`src/rtl/wait_state_ctrl.sv`:
```
// Bus-cycle wait-state generator: per-region fixed wait count, then stretched by a
// synchronised device ready, with a watchdog that forces completion of stuck cycles.
module wait_state_ctrl #(
  parameter int NUM_REGIONS = 4,
  parameter int ADDR_WIDTH  = 20,
  parameter int WS_WIDTH    = 4,
  parameter int SYNC_STAGES = 2,
  parameter int TIMEOUT     = 255
) (
  input  logic                              clock,
  input  logic                              reset_n,
  input  logic [ADDR_WIDTH-1:0]             address,
  input  logic                              io_read_n,
  input  logic                              io_write_n,
  input  logic                              memory_read_n,
  input  logic                              memory_write_n,
  input  logic                              address_enable_n,
  input  logic [NUM_REGIONS*ADDR_WIDTH-1:0] region_base,
  input  logic [NUM_REGIONS*ADDR_WIDTH-1:0] region_mask,
  input  logic [NUM_REGIONS-1:0]            region_is_io,
  input  logic [NUM_REGIONS*WS_WIDTH-1:0]   region_wait,
  input  logic [WS_WIDTH-1:0]               default_wait,
  input  logic                              io_channel_ready,
  output logic                              processor_ready,
  output logic                              cycle_active,
  output logic [NUM_REGIONS-1:0]            region_hit,
  output logic                              timeout_pulse
);

  localparam logic [1:0] ST_IDLE   = 2'd0;
  localparam logic [1:0] ST_WAIT   = 2'd1;
  localparam logic [1:0] ST_EXTEND = 2'd2;
  localparam logic [1:0] ST_DONE   = 2'd3;

  localparam logic [WS_WIDTH-1:0] CNT_ONE   = WS_WIDTH'(1);
  localparam logic [15:0]         TIMEOUT_C = 16'(TIMEOUT);

  logic [SYNC_STAGES-1:0] sync_q;
  logic                   rdy_s;
  logic                   cmd_s;
  logic                   is_io_s;
  logic [NUM_REGIONS-1:0] match_hit_s;
  logic                   match_found_s;
  logic [WS_WIDTH-1:0]    match_wait_s;
  logic [NUM_REGIONS-1:0] sel_hit_s;
  logic [WS_WIDTH-1:0]    sel_wait_s;
  logic [15:0]            tcnt_inc_s;

  logic [1:0]             state_q, state_d;
  logic [WS_WIDTH-1:0]    cnt_q, cnt_d;
  logic [15:0]            tcnt_q, tcnt_d;
  logic [NUM_REGIONS-1:0] hit_q, hit_d;
  logic                   timeout_q, timeout_d;
  logic                   ready_q, ready_d;
  logic                   active_q, active_d;

  assign rdy_s      = sync_q[SYNC_STAGES-1];
  assign cmd_s      = ~(io_read_n & io_write_n & memory_read_n & memory_write_n);
  assign is_io_s    = ~io_read_n | ~io_write_n;
  assign tcnt_inc_s = tcnt_q + 16'd1;

  // Synchroniser resets high so a reset never looks like a not-ready device.
  always_ff @(posedge clock or negedge reset_n) begin
    if (!reset_n) begin
      sync_q <= '1;
    end else begin
      sync_q <= {sync_q[SYNC_STAGES-2:0], io_channel_ready};
    end
  end

  // Region table lookup, lowest index wins; DMA cycles bypass the table.
  always_comb begin
    match_hit_s   = '0;
    match_found_s = 1'b0;
    match_wait_s  = default_wait;
    for (int i = 0; i < NUM_REGIONS; i++) begin
      if (!match_found_s &&
          ((address & region_mask[i*ADDR_WIDTH +: ADDR_WIDTH]) ==
           (region_base[i*ADDR_WIDTH +: ADDR_WIDTH] & region_mask[i*ADDR_WIDTH +: ADDR_WIDTH])) &&
          (region_is_io[i] == is_io_s)) begin
        match_found_s  = 1'b1;
        match_hit_s[i] = 1'b1;
        match_wait_s   = region_wait[i*WS_WIDTH +: WS_WIDTH];
      end else begin
        match_found_s = match_found_s;
      end
    end
    if (address_enable_n) begin
      sel_hit_s  = '0;
      sel_wait_s = default_wait;
    end else begin
      sel_hit_s  = match_hit_s;
      sel_wait_s = match_wait_s;
    end
  end

  // Cycle sequencing: fixed wait, ready extension with watchdog, hold until strobes release.
  always_comb begin
    state_d   = state_q;
    cnt_d     = cnt_q;
    tcnt_d    = tcnt_q;
    hit_d     = hit_q;
    timeout_d = 1'b0;
    case (state_q)
      ST_IDLE: begin
        if (cmd_s) begin
          hit_d  = sel_hit_s;
          tcnt_d = 16'd0;
          if (sel_wait_s == '0) begin
            cnt_d   = '0;
            state_d = rdy_s ? ST_DONE : ST_EXTEND;
          end else begin
            cnt_d   = sel_wait_s;
            state_d = ST_WAIT;
          end
        end else begin
          hit_d = '0;
        end
      end
      ST_WAIT: begin
        if (!cmd_s) begin
          state_d = ST_IDLE;
          cnt_d   = '0;
          tcnt_d  = 16'd0;
          hit_d   = '0;
        end else if (cnt_q == CNT_ONE) begin
          cnt_d   = '0;
          tcnt_d  = 16'd0;
          state_d = rdy_s ? ST_DONE : ST_EXTEND;
        end else begin
          cnt_d = cnt_q - CNT_ONE;
        end
      end
      ST_EXTEND: begin
        if (!cmd_s) begin
          state_d = ST_IDLE;
          cnt_d   = '0;
          tcnt_d  = 16'd0;
          hit_d   = '0;
        end else if (rdy_s) begin
          state_d = ST_DONE;
          tcnt_d  = 16'd0;
        end else if (tcnt_inc_s == TIMEOUT_C) begin
          state_d   = ST_DONE;
          tcnt_d    = 16'd0;
          timeout_d = 1'b1;
        end else begin
          tcnt_d = tcnt_inc_s;
        end
      end
      ST_DONE: begin
        if (!cmd_s) begin
          state_d = ST_IDLE;
          hit_d   = '0;
        end else begin
          state_d = ST_DONE;
        end
      end
      default: begin
        state_d = ST_IDLE;
        cnt_d   = '0;
        tcnt_d  = 16'd0;
        hit_d   = '0;
      end
    endcase
    ready_d  = (state_d == ST_IDLE) || (state_d == ST_DONE);
    active_d = (state_d != ST_IDLE);
  end

  // State, counters and registered outputs.
  always_ff @(posedge clock or negedge reset_n) begin
    if (!reset_n) begin
      state_q   <= ST_IDLE;
      cnt_q     <= '0;
      tcnt_q    <= 16'd0;
      hit_q     <= '0;
      timeout_q <= 1'b0;
      ready_q   <= 1'b1;
      active_q  <= 1'b0;
    end else begin
      state_q   <= state_d;
      cnt_q     <= cnt_d;
      tcnt_q    <= tcnt_d;
      hit_q     <= hit_d;
      timeout_q <= timeout_d;
      ready_q   <= ready_d;
      active_q  <= active_d;
    end
  end

  assign processor_ready = ready_q;
  assign cycle_active    = active_q;
  assign region_hit      = hit_q;
  assign timeout_pulse   = timeout_q;

endmodule

```
`config.mk`:
```
export PLATFORM = sky130hd
export DESIGN_NAME = wait_state_ctrl
export DESIGN_NICKNAME = d
export VERILOG_FILES = /design/src/rtl/wait_state_ctrl.sv
export SDC_FILE = /design/constraint.sdc
export NUM_CORES = 1
export LEC_CHECK = 0
export BUFFER_PORTS_ARGS = -buffer_cell sky130_fd_sc_hd__buf_4
export CAP_MARGIN = 10
export CORE_ASPECT_RATIO = 1.2
export CORE_MARGIN = 8
export CORE_UTILIZATION = 30
export CTS_CLUSTER_SIZE = 25
export DETAILED_ROUTE_END_ITERATION = 6
export PLACE_DENSITY = 0.67
export REMOVE_ABC_BUFFERS = 1
export SLEW_MARGIN = 20
export SYNTH_ARGS = -nofsm -noshare
export SYNTH_HDL_FRONTEND = slang
export SYNTH_SLANG_ARGS = --single-unit
```
`constraint.sdc`:
```
create_clock -name clock -period 3.9 [get_ports clock]
set_input_delay 0.195 -clock clock [delete_from_list [all_inputs] [get_ports clock]]
set_output_delay 0.195 -clock clock [all_outputs]
set_load 0.05 [all_outputs]
```
After elaboration in Yosys (flattened, before gate mapping):

Index checks and enable logic that the tools add are counted.

* equal/unequal tests: 18
* bitwise operators: 14
* add/sub/neg operators: 2
* mux-type cells: 41
* reductions and logical operators: 19

Operators with widths (number)
* $and 20x20->20: 8
* $mux 16: 6
* $eq 20x20->1: 4
* $mux 4: 12
* $pmux 16 s3: 1
* $add 16x1->16 const B: 1
* $eq 16x8->1 const B: 1
* $mux 2: 8
* $pmux 4 s3: 1
* $mux 1: 11
* $pmux 2 s4: 1
* $pmux 4 s2: 1
* $logic_and 1x1->1: 7
* $eq 2x2->1 const B: 3
* $reduce_and 3->1: 2
* $eq 1x1->1: 4
* $eq 4x1->1 const B: 1
* $logic_not 2->1: 2
* $logic_not 4->1: 1
* $ne 2x2->1 const B: 2
* $sub 4x1->4 const B: 1
* $and 1x1->1: 3
* $logic_not 1->1: 3
* $ne 3x3->1 const B: 1
* other kinds (8): 9

* bits of input ports: 212
* register bits: 31
* logic and storage cells: 102

Longest topological paths before layout:

Gate-level depths: netlist of the first run.

* word-level depth: 24
* depth in mapped cells: 13
* gate-level depth less buffers: 11

Least setup slack after synthesis of the first run:

Ideal clock, no wire load.

* path kind: register to register
* start point: register tcnt_q[0]
* end point: register ready_q, in the netlist processor_ready
* period minus slack after synthesis: 2742 ps
* library setup time: 58 ps
* arrival: 2684 ps
* slack: 1158 ps
* stages on the path, launching flop included: 12
* path through: dfrtp_1 > ha_1 > nand4_1 > nor4_2 > and4_1 > o211ai_2 > a2111oi_4 > o31ai_1 > a32oi_1 > o21ai_0 > ha_1 > inv_1

* word-level cells in the longest chain between the ends: 8

RTL lines
* start: declaration: RTL line 51 `logic [15:0] tcnt_q, tcnt_d;`
* start signal: assignment: RTL line 183 `tcnt_q <= tcnt_d;`
* $add 16x1->16 *: RTL line 60 `assign tcnt_inc_s = tcnt_q + 16'd1;`
* $eq 16x8->1 *: RTL line 143 `end else if (tcnt_inc_s == TIMEOUT_C) begin`
* $mux 2 *: RTL line 143
* $mux 2 *: RTL line 140 `end else if (rdy_s) begin`
* $mux 2 *: RTL line 135 `if (!cmd_s) begin`
* $pmux 2 s4 *: RTL line 104 `case (state_q)`
* $eq 2x2->1 / $logic_not 2->1 (equally long branches): RTL line 166 `ready_d = (state_d == ST_IDLE) || (state_d == ST_DONE);`
* $logic_or 1x1->1 *: RTL line 166
* named net ready_d: RTL line 54 `logic ready_q, ready_d;`
* end signal: assignment: RTL line 186 `ready_q <= ready_d;`
* end: declaration: RTL line 54

Mark *: on every way through the listed nets, which the timed path passes. The rest lies on a longest branch.
A chain may end at the register's enable or synchronous reset.

Worst setup path after layout of the first run:

* start point: register tcnt_q[0]
* end point: register tcnt_q[5]

* word-level cells in the longest chain between the ends: 6

RTL lines (RTL line)
* $add 16x1->16 *: 60
* $eq 16x8->1: 143
* $mux 16 *: 143
* $mux 16 *: 140
* $mux 16 *: 135
* $pmux 16 s3 *: 104

Mark *: on every way between the ends. The rest lies on a longest branch, timed or not.

==> results of run 1 <==
==> flip-flops by register name, indices dropped and copies added (netlist names) <==
signal,flops
timeout_pulse,1
cnt_q,4
state_q,2
sync_q,2
tcnt_q,16
cycle_active,1
processor_ready,1
region_hit,4
==> synth_stat cells, types with 2 or more instances <==
master	instances	area [µm²]
xor2_1	82	718
nand3_1	15	75.1
o22ai_1	2	12.5
buf_4	2	15.0
o41ai_1	4	35.0
or2_2	2	12.5
a211oi_1	2	15.0
nand3b_1	3	22.5
a21oi_1	14	70.1
or3_1	3	18.8
o21a_1	3	22.5
a32oi_1	2	17.5
o211ai_1	2	15.0
a31oi_1	2	12.5
nor3_1	7	35.0
a22o_1	3	26.3
nand4b_1	2	17.5
a221oi_1	3	26.3
buf_6	2	22.5
and4_1	7	61.3
nor2_1	15	56.3
nand2b_1	3	18.8
o21ai_0	26	130
o31ai_1	3	22.5
clkbuf_1	5	18.8
a21o_1	2	15.0
and3_1	4	25.0
o221ai_1	2	17.5
or4_1	2	15.0
o21ai_1	2	10.0
nand2_1	32	120
a22oi_1	38	285
ha_1	10	125
dfrtp_1	28	701
xnor2_1	5	43.8
nand4_1	9	56.3
dfstp_2	3	78.8
inv_1	17	63.8
==> cell type report <==
type,count,area (µm²)
Antenna cell,1,2.50
Multi-Input combinational cell,341,2470
Clock buffer,6,139
Tap cell,132,165
Timing Repair Buffer,220,1650
Clock inverter,2,35.0
Inverter,17,63.8
Sequential cell,31,779
Fill cell,1054,5670
==> critical path: cells and delay by family, from the launching register on <==
kind            cells  cell delay [ns]
compound gates      4             0.77
fa+ha+maj           1             0.31
flops               1             0.44
simple gates        5             1.53
==> stage by stage <==
stage          worst slack, ns  area, µm²
2_1_floorplan             1.16       3310
3_3_place_gp             0.867       5120
3_5_place_dp             0.746       5120
4_1_cts                  0.736       5310
5_1_grt                  0.375       5310
6_report                 0.716       5310
==> repair_timing <==
item,in CTS,in global routing
setup buffers,0,0
endpoints found under the setup margin,0,0
hold buffers,1,0
hold endpoints to repair,28,0
==> worst max path at each step <==
stage / from / end / slack, ns
floorplan: tcnt_q[0] / processor_ready / 1.16
global placement: address[16] / processor_ready / 0.87
detailed placement: tcnt_q[0] / tcnt_q[7] / 0.75
CTS: tcnt_q[0] / tcnt_q[5] / 0.74
global route: tcnt_q[0] / tcnt_q[5] / 0.37
finish: tcnt_q[0] / tcnt_q[5] / 0.72
==> where the power goes <==
| group | switching, µW | total, µW | internal (µW) |
|---|---|---|---|
| sequential | 52.5 | 432 | 379 |
| combinational | 464 | 864 | 399 |
| clock | 136 | 453 | 317 |
==> cell families (layout without fill, tap and decap cells) <==
family / after synthesis / in the layout / synth area share (%)
xor+xnor: 87 / 87 / 22.6
compound gates: 124 / 124 / 26.1
mux: 2 / 2 / 0.630
simple gates: 118 / 118 / 20.2
buf+inv: 27 / 245 / 3.71
other cells: 0 / 1 / 0
fa+ha+maj: 10 / 10 / 3.71
flops: 31 / 31 / 23.1
==> metal layers <==
metal	vias up	GRT usage (%)
met5	-	0
met4	0	6.61
met3	23	7.75
met2	172	39.0
met1	1873	19.6
li1	1928	-
==> key figures, run 1 <==
CTS
  • # H-tree levels: 2
  • CTS Buffer Depth: 2
  • Post-cts gate resize count: 0
  • CTS clk-pin slew, worst paths: 0.05 ns
  • Clk sinks: 31
  • CTS Buf Count: 5
  • CTS tree: done
  • Skew-Pair Late Insertion Delay: 0.28 ns
  • Clock root buffer: clkbuf_16

Worst hold path
  • Hold path cells: 1
  • Min-Delay Path Class: in -> reg
  • Hold Path Sink: sync_q[0]
  • Hold wc startpoint: io_channel_ready

Yosys
  • Avg Cell Area, Syn: 8.46 µm²
  • Post-Syn Area: 3370 µm²
  • Async SR Flop Fraction: 100%
  • Yosys cell types: 69
  • Sequential cell area fraction in the yosys report: 23.1%
  • Warnings from Yosys: 0
  • Synthesized flop and latch total: 31
  • Post-Synthesis Cells: 399
  • EDFF count, synth: 0
  • Ys flop type: dfrtp_1

Setup path
  • Required time of the critical path: 4.04 ns
  • Cell mode on critical path: o21ai_0
  • Worst R2R Path Depth: 10
  • Crit Path Category: reg -> reg
  • Worst-path cell chain: ha_1 > nand4_1 > nor4_2 > and4_1 > o211ai_2 > a2111oi_4 > or2_1 > nor2_1 > o21ai_0 > o21ai_0
  • Reg2reg setup slack: 0.72 ns
  • R2r endpoint: tcnt_q[5]
  • Crit path launch type: flip-flop
  • R2r startpoint: tcnt_q[0]
  • Crit path capture type: flip-flop
  • Critical-path top delay cell: nor4_2
  • Max incr delay on CP: 0.51 ns
  • Worst Path Max Fanout: 15
  • Worst Path Arrival: 3.32 ns

Final layout
  • Share of layout cells above drive strength 1: 39.4%
  • Commonest non-fill, non-tap cell in the layout: buf_4
  • Nets@finish: 838
  • Most frequent cells in the layout: buf_4, xor2_1, a22oi_1, nand2_1, dfrtp_1
  • Finished Layout Cells: 750
  • Finished Core Util: 48.3%
  • Area grow syn2layout: 57.3%

Flow run
  • Max Cap Viol: 0

Detailed routing
  • Avg WL per Cell: 20.8 µm
  • Met2 wire length: 8520 µm
  • Drt first pass iters: 5
  • DRT iter0 DRCs: 220
  • Routed Antenna Nets: 0
  • Post-Route M1 WL: 5260 µm
  • Metal3 WL: 1410 µm
  • DRC Markers: 0
  • Vias per inst: 5.33
  • WL final: 15,600 µm
  • Top routing layer in use: met4
  • Routed via count: 3,996

Timing
  • RSZ-0062 raised after global routing: false
  • Fmax: 0.314 GHz
  • Max_slew headroom: 56.5%
  • Final Max Tran Viols: 0
  • Final Hold Viols: 0
  • Post-layout min period: 3.18 ns
  • Least-Margin Pin Slew: 0.651 ns
  • Skew final: 0.00389 ns
  • Setup TNS: 0 ns
  • Tcrit/Tclk final: 81.6%
  • Hold slack: 0.0240 ns
  • Final setup vio count: 0

Floorplanning
  • Die area: 14,900 µm²
  • Initial core utilization: 30.7%
  • Top-Level Pins: 219
  • Core area: 11,000 µm²
  • Core Rows: 42
  • Die W: 113 µm
  • DIE HEIGHT: 132 µm

Power and ir drop
  • VDD IR-drop max: 202 µV
  • Lkg Pwr: 0.00253 µW
  • Final Power: 1750 µW
  • Power Dens Cells: 329 nW/µm²

Global routing
  • Number of global-route vias before repair: 4,316
  • Total global routing overflow: 0
  • GR Util All Layers: 20.5%
  • Largest net degree at the start of global routing: 32
  • Antenna violations before repair: 1
  • First-pass GRT wire length: 23,700 µm

Placement
  • Placed cells: 740
  • PortBufs: 218
  • Final Wtd Congestion: 0.922
  • DP Wirelength: 13,800 µm

Status
  • Outcome: complete, no violations
Power figures use the tool's default switching activity.
==> run 2: changes to the inputs <==
clock period = 3.23 ns   (was 3.9 ns; I/O delays follow)
==> key figures, run 2 (synthesis results as in run 1) <==
Worst hold path
  • Min-Delay Path Class: in -> reg
  • Hold wc startpoint: address_enable_n
  • Hold Path Sink: region_hit[1]
  • Hold path cells: 3 (+2)

Final layout
  • Ant diodes: 0 (-1)
  • Nets@finish: 844 (+0.72%)
  • Area grow syn2layout: 58.8%
  • Commonest non-fill, non-tap cell in the layout: buf_4
  • Most frequent cells in the layout: buf_4, xor2_1, a22oi_1, nand2_1, dfrtp_1
  • Share of layout cells above drive strength 1: 40.1% (+0.74 points)
  • Max reg flops: 16 (unchanged)
  • Largest Register: tcnt_q
  • Finished Core Util: 48.8% (+0.46 points)

Detailed routing
  • Vias per inst: 5.25 (-1.5%)
  • DRT iter0 DRCs: 164 (-25%)
  • Routed via count: 3,964 (-0.80%)
  • Avg WL per Cell: 21.2 µm (+1.5%)
  • Routed Antenna Nets: 0 (unchanged)
  • WL final: 16,000 µm (+2.2%)
  • Drt first pass iters: 4 (-1)
  • DRC Markers: 0 (unchanged)

Global routing
  • Number of global-route vias before repair: 4,504 (+4.4%)
  • Largest net degree at the start of global routing: 32 (unchanged)
  • GR Util All Layers: 21.4% (+0.87 points)
  • Total global routing overflow: 0 (unchanged)
  • Antenna violations before repair: 0 (-1)
  • First-pass GRT wire length: 24,700 µm (+4.4%)

Floorplanning
  • Core Rows: 42 (unchanged)
  • DIE HEIGHT: 132 µm (unchanged)
  • Initial core utilization: 30.7% (unchanged)
  • Die W: 113 µm (unchanged)
  • Top-Level Pins: 219 (unchanged)
  • Die area: 14,900 µm² (unchanged)
  • Core area: 11,000 µm² (unchanged)

Timing
  • PnR worst setup slack: 0.266 ns (-0.451 ns)
  • Skew final: 0.00720 ns (+0.00331 ns)
  • Max_slew headroom: 61.4% (+4.9 points)
  • Final Hold Viols: 0 (unchanged)
  • Post-layout min period: 2.96 ns (-0.219 ns)
  • Final Max Tran Viols: 0 (unchanged)
  • Tcrit/Tclk final: 91.8% (+10 points)
  • Final setup vio count: 0 (unchanged)
  • Setup TNS: 0 ns (unchanged)
  • Fmax: 0.337 GHz (+7.4%)
  • RSZ-0062 raised after global routing: false
  • Least-Margin Pin Slew: 0.578 ns (-0.0735 ns)

Status
  • Outcome: complete, no violations

CTS
  • CTS Buf Count: 5 (unchanged)
  • CTS tree: done
  • CTS Buffer Depth: 2 (unchanged)
  • Skew-Pair Late Insertion Delay: 0.28 ns (about the same)
  • Clock root buffer: clkbuf_16
  • # H-tree levels: 2 (unchanged)
  • Clk sinks: 31 (unchanged)
  • CTS clk-pin slew, worst paths: 0.05 ns (about the same)

Flow run
  • Max Cap Viol: 0 (unchanged)

Setup path
  • Reg2reg setup slack: 0.27 ns (-0.45 ns)
  • Worst R2R Path Depth: 10 (unchanged)
  • Worst Path Arrival: 3.19 ns (-0.13 ns)
  • Crit path capture type: flip-flop
  • R2r startpoint: tcnt_q[2]
  • Max incr delay on CP: 0.58 ns (+0.07 ns)
  • Critical-path top delay cell: or4_4
  • Crit Path Category: reg -> reg
  • Crit path launch type: flip-flop
  • R2r endpoint: processor_ready
  • Worst Path Max Fanout: 8 (-7)
  • Required time of the critical path: 3.46 ns (-0.58 ns)
  • Worst-path cell chain: nand3_2 > or4_4 > nor3_4 > o211ai_2 > a2111oi_4 > o31ai_1 > a32oi_1 > o21ai_0 > ha_1 > inv_1

Placement
  • Final Wtd Congestion: 0.907 (-1.6%)
  • PortBufs: 218 (unchanged)
  • DP Wirelength: 14,200 µm (+2.8%)
  • Place WS: 0.240 ns (-0.506 ns)

Power and ir drop
  • VDD IR-drop max: 236 µV (+17%)
  • Power Dens Cells: 397 nW/µm² (+21%)
  • Lkg Pwr: 0.00256 µW (+1.2%)
-- run 2: worst max-delay path: cells and delay by family (launching register included) --
kind / cells / cell delay, ns
flip-flops: 1 / 0.46
buffers and inverters: 1 / 0.06
adder cells (fa/ha/maj): 1 / 0.30
AO/OA/AOI/OAI: 5 / 1.06
AND/OR/NAND/NOR: 3 / 1.04
-- run 2: worst max-delay path by stage --
stage / depth (start not counted) / endpoint / from
final: 10 / processor_ready / tcnt_q[2]
after global routing: 10 / processor_ready / tcnt_q[4]
after CTS: 11 / tcnt_q[2] / tcnt_q[0]
after detailed placement: 9 / tcnt_q[5] / tcnt_q[2]
after global placement: 12 / processor_ready / address[16]
after floorplan: 11 / processor_ready / tcnt_q[0]
-- run 2: per-stage QoR --
step                instances  instance area (µm²)  hold WS, ns  power (µW)
floorplan                 389                 3310       -0.134        1130
global placement          745                 5160        0.115        1550
detailed placement        745                 5160        0.121        1570
CTS                       755                 5350        0.227        2130
global route              755                 5360        0.250        2280
finish                    755                 5360        0.229        2130
-- run 2: metal layers --
layer / vias up / part of all wire [%] / GRT usage (%) / routed length (µm)
met5: - / 0 / 0 / 0
met1: 1841 / 36 / 21.3 / 5710
met3: 26 / 6.9 / 5.91 / 1100
met4: 0 / 3.2 / 8.04 / 516
li1: 1939 / - / - / -
met2: 158 / 54 / 40.6 / 8650
-- run 2: cell type report --
cell class                 instances  area, µm²
inverter                          17       63.8
multi-input combinational        341       2470
clock inverter                     2       35.0
clock buffer                       6        139
tap                              132        165
sequential                        31        779
fill                            1069       5620
timing repair buffer             226       1700
-- run 2: what timing repair did --
action,in CTS,in global routing
resized for setup,0,2
hold buffers,2,0
setup endpoints to repair,0,5
endpoints found under the hold margin,29,0
buffers inserted,0,0
-- run 2: where the power goes --
part           leakage [µW]  total [µW]  internal, µW  switching, µW
logic               0.00207        1050           500            552
registers          0.000408         517           458           59.8
clock network     0.0000868         557           383            174
